--- config.mk ---
export PLATFORM = sky130hd
export DESIGN_NAME = alu_decode_unit
export DESIGN_NICKNAME = d
export VERILOG_FILES = /design/src/rtl/alu_decode_unit.sv
export SDC_FILE = /design/constraint.sdc
export NUM_CORES = 1
export LEC_CHECK = 0
export BUFFER_PORTS_ARGS = -buffer_cell sky130_fd_sc_hd__buf_2
export CORE_UTILIZATION = 35
export DETAILED_ROUTE_END_ITERATION = 8
export PLACE_DENSITY = 0.54
export SLEW_MARGIN = 10
export SYNTH_ARGS = -nofsm -noshare
export SYNTH_HDL_FRONTEND = slang
export SYNTH_SLANG_ARGS = --single-unit
--- constraint.sdc ---
create_clock -name clk -period 9.9 [get_ports clk]
set_input_delay 0.495 -clock clk [delete_from_list [all_inputs] [get_ports clk]]
set_output_delay 0.495 -clock clk [all_outputs]
set_load 0.02 [all_outputs]
--- src/rtl/alu_decode_unit.sv ---
// -----------------------------------------------------------------------------
// alu_decode_unit
// Execute stage of the 16-bit processor. The instruction word is sliced into
// its fields combinationally so the external register-file muxes can return
// r1/r2 in the same cycle. The selected ALU operation is then executed and
// registered together with a one-hot destination strobe. A 4-bit flag
// register {Z,N,C,V} drives conditional execution.
//
// Ports:
//   clk         in   system clock, rising edge
//   rst         in   synchronous active-high reset, highest priority
//   inst_valid  in   inst/r1/r2 valid this cycle
//   inst[15:0]  in   instruction word {cond,op,dest,src1,src2,x}
//   r1, r2      in   operands returned by the external register muxes
//   cond        out  inst[15:14]
//   op_code     out  inst[13:10]
//   dest_reg    out  inst[9:7]
//   src_reg1    out  inst[6:4]
//   src_reg2    out  inst[3:1]
//   shift       out  inst[6:0] immediate / shift amount
//   alu_result  out  registered result
//   dest_onehot out  registered one-hot write select (bit n = register n)
//   wr_en       out  registered one-cycle write strobe
//   flags       out  registered {Z,N,C,V}
// -----------------------------------------------------------------------------
module alu_decode_unit (
    input  logic        clk,
    input  logic        rst,
    input  logic        inst_valid,
    input  logic [15:0] inst,
    input  logic [15:0] r1,
    input  logic [15:0] r2,
    output logic [1:0]  cond,
    output logic [3:0]  op_code,
    output logic [2:0]  dest_reg,
    output logic [2:0]  src_reg1,
    output logic [2:0]  src_reg2,
    output logic [6:0]  shift,
    output logic [15:0] alu_result,
    output logic [7:0]  dest_onehot,
    output logic        wr_en,
    output logic [3:0]  flags
);

    localparam logic [3:0] OP_ADD = 4'b0000;
    localparam logic [3:0] OP_SUB = 4'b0001;
    localparam logic [3:0] OP_AND = 4'b0010;
    localparam logic [3:0] OP_OR  = 4'b0011;
    localparam logic [3:0] OP_XOR = 4'b0100;
    localparam logic [3:0] OP_NOT = 4'b0101;
    localparam logic [3:0] OP_MOV = 4'b0110;
    localparam logic [3:0] OP_LSL = 4'b0111;
    localparam logic [3:0] OP_LSR = 4'b1000;
    localparam logic [3:0] OP_LDI = 4'b1001;
    localparam logic [3:0] OP_INC = 4'b1010;
    localparam logic [3:0] OP_DEC = 4'b1011;
    localparam logic [3:0] OP_ASR = 4'b1100;
    localparam logic [3:0] OP_ROL = 4'b1101;
    localparam logic [3:0] OP_CMP = 4'b1110;
    localparam logic [3:0] OP_NOP = 4'b1111;

    // Flag bit positions inside {Z,N,C,V}
    localparam int FZ = 3;
    localparam int FN = 2;
    localparam int FC = 1;
    localparam int FV = 0;

    function automatic logic [7:0] decoder3by8(input logic [2:0] sel);
        decoder3by8 = 8'b0000_0001 << sel;
    endfunction

    logic [15:0] alu_result_r;
    logic [7:0]  dest_onehot_r;
    logic        wr_en_r;
    logic [3:0]  flags_r;

    logic [3:0]  sh_s;
    logic [15:0] b_s;
    logic [16:0] sum_s;
    logic [16:0] diff_s;
    logic [15:0] res_s;
    logic        c_s;
    logic        v_s;
    logic        writes_s;
    logic        cond_true_s;
    logic        exec_s;
    logic [3:0]  flags_next_s;

    assign cond     = inst[15:14];
    assign op_code  = inst[13:10];
    assign dest_reg = inst[9:7];
    assign src_reg1 = inst[6:4];
    assign src_reg2 = inst[3:1];
    assign shift    = inst[6:0];
    assign sh_s     = inst[3:0];

    assign alu_result  = alu_result_r;
    assign dest_onehot = dest_onehot_r;
    assign wr_en       = wr_en_r;
    assign flags       = flags_r;

    // Condition evaluation against the flags held before this edge
    always_comb begin
        cond_true_s = 1'b0;
        case (cond)
            2'b00:   cond_true_s = 1'b1;
            2'b01:   cond_true_s = flags_r[FZ];
            2'b10:   cond_true_s = ~flags_r[FZ];
            2'b11:   cond_true_s = flags_r[FC];
            default: cond_true_s = 1'b0;
        endcase
        exec_s = inst_valid & cond_true_s;
    end

    // ALU datapath: result, carry/overflow and whether the op writes back
    always_comb begin
        // INC/DEC reuse the adder/subtractor with a constant second operand
        if ((op_code == OP_INC) || (op_code == OP_DEC)) begin
            b_s = 16'd1;
        end else begin
            b_s = r2;
        end
        sum_s    = {1'b0, r1} + {1'b0, b_s};
        diff_s   = {1'b0, r1} - {1'b0, b_s};
        res_s    = 16'h0000;
        c_s      = flags_r[FC];
        v_s      = flags_r[FV];
        writes_s = 1'b1;
        case (op_code)
            OP_ADD, OP_INC: begin
                res_s = sum_s[15:0];
                c_s   = sum_s[16];
                v_s   = (r1[15] == b_s[15]) && (sum_s[15] != r1[15]);
            end
            OP_SUB, OP_DEC, OP_CMP: begin
                res_s = diff_s[15:0];
                // Carry means "no borrow", i.e. unsigned r1 >= operand
                c_s   = ~diff_s[16];
                v_s   = (r1[15] != b_s[15]) && (diff_s[15] != r1[15]);
                writes_s = (op_code != OP_CMP);
            end
            OP_AND: res_s = r1 & r2;
            OP_OR:  res_s = r1 | r2;
            OP_XOR: res_s = r1 ^ r2;
            OP_NOT: res_s = ~r1;
            OP_MOV: res_s = r1;
            OP_LSL: res_s = r1 << sh_s;
            OP_LSR: res_s = r1 >> sh_s;
            OP_LDI: res_s = {9'b0_0000_0000, shift};
            OP_ASR: res_s = $signed(r1) >>> sh_s;
            // r1 >> 16 is zero, so a rotate by 0 degenerates to r1
            OP_ROL: res_s = (r1 << sh_s) | (r1 >> (5'd16 - {1'b0, sh_s}));
            OP_NOP: writes_s = 1'b0;
            default: begin
                res_s    = 16'h0000;
                writes_s = 1'b0;
            end
        endcase
    end

    // Next-flag selection: NOP leaves everything, others refresh Z/N
    always_comb begin
        flags_next_s = flags_r;
        if (op_code != OP_NOP) begin
            flags_next_s[FZ] = (res_s == 16'h0000);
            flags_next_s[FN] = res_s[15];
            flags_next_s[FC] = c_s;
            flags_next_s[FV] = v_s;
        end else begin
            flags_next_s = flags_r;
        end
    end

    // Registered result, write strobe and flag state
    always_ff @(posedge clk) begin
        if (rst) begin
            alu_result_r  <= 16'h0000;
            dest_onehot_r <= 8'h00;
            wr_en_r       <= 1'b0;
            flags_r       <= 4'h0;
        end else if (exec_s) begin
            flags_r <= flags_next_s;
            if (writes_s) begin
                alu_result_r  <= res_s;
                dest_onehot_r <= decoder3by8(dest_reg);
                wr_en_r       <= 1'b1;
            end else begin
                dest_onehot_r <= 8'h00;
                wr_en_r       <= 1'b0;
            end
        end else begin
            dest_onehot_r <= 8'h00;
            wr_en_r       <= 1'b0;
        end
    end

endmodule

After elaboration in Yosys (flattened, before gate mapping):

Cells that the tools add are included.

* output and inout bits: 51
* input bits: 51
* word-level logic and storage cells: 68
* register bits: 29

* muxes and demuxes: 7
* equal/unequal tests: 24
* shift operators: 5
* reductions and logical operators: 14
* add/sub/neg operators: 3
* bitwise operators: 10

Operators by type and width (number)
* $pmux W16 S12: 1
* $eq A4 B4 Y1 const B: 8
* $or A16 B16 Y16: 2
* $add A16 B16 Y17: 1
* $sub A16 B16 Y17: 1
* $and A16 B16 Y16: 1
* $eq A4 B3 Y1 const B: 4
* $logic_not A16 Y1: 1
* $mux W16: 1
* $not A16 Y16: 1
* $shl A16 B4 Y16: 1
* $shr A16 B4 Y16: 1
* $shr A16 B5 Y16: 1
* $sshr A16 B4 Y16: 1
* $xor A16 B16 Y16: 1
* $eq A4 B2 Y1 const B: 2
* $ne A4 B4 Y1 const B: 2
* $shl A1 B3 Y8 const A: 1
* $pmux W1 S2: 3
* $reduce_or A3 Y1: 2
* $sub A5 B4 Y5 const A: 1
* $eq A2 B2 Y1 const B: 2
* $eq A4 B1 Y1 const B: 1
* $logic_not A4 Y1: 1
* 14 further kinds: 22

Depth between registers and ports, before layout:

* depth after elaboration: 7
* mapped depth: 20
* depth with buffers taken out: 16

Worst setup path before layout:

No wires, ideal clock.

* path kind: input port to flip-flop
* start point: input port inst[11]
* end point: register flags_r[3], in the netlist flags[3]
* path buffers: 5
* data required time: 9.816 ns
* slack: 5.576 ns
* setup time: 0.084 ns
* stages: 19
* data arrival time: 4.239 ns
* path through: buf_2 > buf_2 > buf_2 > buf_2 > nand2_1 > clkbuf_1 > nand2_1 > ha_1 > fa_1 > nor2b_1 > o21ai_1 > nand2_1 > a221o_1 > a221o_1 > nor4b_2 > nand4_1 > nor4_2 > nand4_1 > o31ai_2

* word-level cells in the longest chain between the ends: 6
* elaborated cells on any way between the ends: 25
* those cells by class: add/sub (2); eq/ne (15); mux (2); reduce/logical (6)

RTL lines
* start: declaration: RTL line 30 `input logic [15:0] inst,`
* $eq A4 B4 Y1: RTL line 118, 129
* $logic_or A1 B1 Y1: RTL line 118 `if ((op_code == OP_INC) || (op_code == OP_DEC)) begin`
* $mux W16: RTL line 118
* $sub A16 B16 Y17 or $add A16 B16 Y17 (tied branches): RTL line 124, 123
* $pmux W16 S12: RTL line 129 `case (op_code)`
* $logic_not A16 Y1: RTL line 165 `flags_next_s[FZ] = (res_s == 16'h0000);`
* end signal: assignment: RTL line 182 `flags_r <= flags_next_s;`
* end: declaration: RTL line 75 `logic [3:0] flags_r;`

Parallel ways exist; a longest one is shown, timed or not.
A chain may end at the register's enable or synchronous reset.

Worst setup path after layout:

Same ends and word-level chain as after synthesis.

==> impl_metrics.json <==
{
  "synthTopCellsByCount": "nor2_1 (87), nand2_1 (83), ha_1 (70), inv_1 (61), a21oi_1 (56)",
  "die_area_um2": 20500,
  "dpl_worst_slack_ns": 4.90,
  "finalWorstSetupSlack_ns": 5.07,
  "vias": 7512,
  "crit-reg2reg-launch": "flags[3]",
  "hold_start": "flags[0]",
  "hold_class": "register to register",
  "wl_per_cell_um": 22.0,
  "drc": 0,
  "die_w_um": 143,
  "grt_pass1_vias": 6664,
  "antenna_left": 0,
  "syn_area_um2": 6960,
  "routabilityCongestion": 1.03,
  "yosysMostFrequentCell": "nor2_1",
  "std_cell_rows": 51,
  "cp-startpoint": "inst[11]",
  "use_met2_pct": 41.8,
  "period_needed_ns": 4.83,
  "postCtsSetupRepairBufs": 0,
  "routed_via_density": 6.11,
  "grt_pass1_wl_mm": 40.8,
  "clockBufferDepth": 2,
  "grt-ovfl-total": 0,
  "irDropWorstVdd_uv": 75.0,
  "relSlewSlack_pct": 20.5,
  "dp_hpwl_mm": 20.9,
  "clk_pin_slew_worst_paths_ns": 0.05,
  "async_flop_share_pct": 0,
  "postLayoutCellArea_um2": 7490,
  "crit_path_end_kind": "register",
  "postCtsHoldBufs": 0,
  "finalSetupTns_ns": 0,
  "diodes": 0,
  "synth_top_area_cell": "ha_1",
  "slew_violations": 0,
  "grt_busiest_layer": "met2",
  "cts-resized-gates": 0,
  "cts_buffers": 5,
  "reg2reg_slack_ns": 7.39,
  "power_density_nw_per_um2": 92.3,
  "start_kind": "input pin",
  "synth_warnings": 0,
  "cts_tree": "done",
  "total_power_mw": 0.691,
  "hold-worst-slack_ns": 0.462,
  "layout.nets": 1086,
  "outcome": "complete, no violations",
  "p_leak_nw": 3.29,
  "synth_nets": 1069,
  "synth_seq_cells": 29,
  "rsz0062_at_grt": "false",
  "drt_wl_total_mm": 27.0,
  "firstDrtPassIters": 5,
  "tightest_slew_ns": 1.18,
  "die_y_um": 143,
  "max-cap-violations": 0,
  "initial_core_util_pct": 35.8,
  "cp.required_ns": 10.08,
  "io_pins": 102,
  "critical_path.max_fanout": 46,
  "drt_iter0_markers": 993,
  "syn_inst": 946,
  "max_freq_mhz": 207,
  "final.period_utilization_pct": 48.7,
  "ys_seq_area_share_pct": 8.34,
  "root_buffer": "clkbuf_16",
  "coreArea_um2": 19500,
  "rr_endpoint": "dest_onehot[5]",
  "use_met3_pct": 2.55,
  "cts_max_level": 2,
  "antenna_found_initial": 0,
  "clock_sinks": 29,
  "hold_violations": 0,
  "synth_top_area_share_pct": 12.6,
  "use_met1_pct": 36.7,
  "final_cells": 1229,
  "crit_end": "flags[3]",
  "grt_max_degree": 56,
  "crit_type": "input pin to register",
  "synth.distinct_cells": 79,
  "final-setup-viol-count": 0,
  "fin_util_pct": 38.5,
  "drive_above_1_share_pct": 18.0,
  "yosys-top-cells-area": "ha_1 (13%), dfxtp_1 (8.3%), mux2i_1 (6.6%)",
  "arrival_ns": 5.01,
  "r2r_cells": 8,
  "clk_latency_ns": 0.27,
  "synth_edf_count": 0,
  "numPortBuffers": 101,
  "clock_skew_ns": 0.00331,
  "synth.avg_cell_area_um2": 7.36,
  "synth_top_flop_cell": "dfxtp_1",
  "track_usage_pct": 26.4,
  "syn_to_final_growth_pct": 7.66,
  "dpl_cell_area_um2": 7330,
  "dp_cells": 1221
}
[state kept, by name (all words and copies together) (netlist names)]
name / cells
flags: 4
dest_onehot: 8
wr_en: 1
alu_result: 16
[worst min-delay path by stage]
stage / endpoint / slack, ns / cells after the start
final: flags[0] / 0.46 / 2
after global routing: flags[0] / 0.48 / 2
after CTS: flags[0] / 0.46 / 2
after detailed placement: flags[0] / 0.46 / 2
after global placement: flags[0] / 0.45 / 2
after floorplan: flags[0] / 0.53 / 2
[critical path: stages]
cell and delay, ns:
buf_2 0.63, nand2_1 0.67, nand2_1 0.26, ha_1 0.33, nor2b_1 0.18, a211oi_1 0.42, nor4_1 0.12, o21ai_0 0.63
a211oi_1 0.18, nor2_1 0.15, nand2_1 0.06, a311oi_1 0.51, nand2_1 0.12, o31ai_2 0.23
[area by class of cell]
| cell class | count | area, um2 |
|---|---|---|
| clock buffers | 7 | 153 |
| fillers | 2053 | 12000 |
| repair buffers | 109 | 566 |
| flip-flops and latches | 29 | 581 |
| clock inverters | 1 | 5.00 |
| multi-input cells | 752 | 5610 |
| inverters | 66 | 248 |
| well taps | 265 | 332 |
[cells by family (layout without fill, tap and decap cells)]
logic type / after synthesis / in the layout / share of synthesized area [%]
AOI/OAI and AO/OA: 280 / 280 / 28.1
xor gates and xnor gates: 14 / 14 / 1.87
adders and majority gates: 72 / 72 / 13.2
buffers and inverters: 165 / 183 / 11.2
DFF: 29 / 29 / 8.34
muxes: 82 / 82 / 16.0
and+or+nand+nor: 304 / 304 / 21.3
[placed cells by master, fill, tap and decap left out, types with 8 or more instances in the layout]
| master | netlist | routed |
|---|---|---|
| buf_2 | 27 | 101 |
| nor2_1 | 87 | 87 |
| nand2_1 | 83 | 83 |
| ha_1 | 70 | 70 |
| inv_1 | 61 | 61 |
| a21oi_1 | 56 | 56 |
| mux2i_1 | 46 | 46 |
| o21ai_0 | 35 | 35 |
| a211oi_1 | 29 | 29 |
| dfxtp_1 | 29 | 29 |
| nor3_1 | 28 | 28 |
| nand3_1 | 20 | 20 |
| mux4_2 | 19 | 19 |
| o211ai_1 | 18 | 18 |
| o22ai_1 | 17 | 17 |
| nand2b_1 | 15 | 15 |
| mux2_2 | 14 | 14 |
| a22oi_1 | 13 | 13 |
| a31oi_1 | 13 | 13 |
| nor2b_1 | 11 | 11 |
| a221oi_1 | 10 | 10 |
| nor3b_1 | 10 | 10 |
| xnor2_1 | 9 | 9 |
| o31ai_1 | 9 | 9 |
| nand4_1 | 8 | 8 |
| a221o_1 | 8 | 8 |
| a21o_1 | 8 | 8 |
| buf_4 | 23 | 8 |
[layer usage]
| metal | wire length (um) | vias up |
|---|---|---|
| met5 | 0 | - |
| met1 | 12100 | 3557 |
| met2 | 12000 | 361 |
| met3 | 1960 | 55 |
| li1 | - | 3539 |
| met4 | 879 | 0 |
[where the power goes]
part	internal (mW)	switching [mW]	leakage, nW
logic	0.146	0.263	2.98
clock network	0.106	0.0492	0.0799
registers	0.123	0.00332	0.237
total	0.376	0.316	3.29
(Power assumes the default switching activity.)
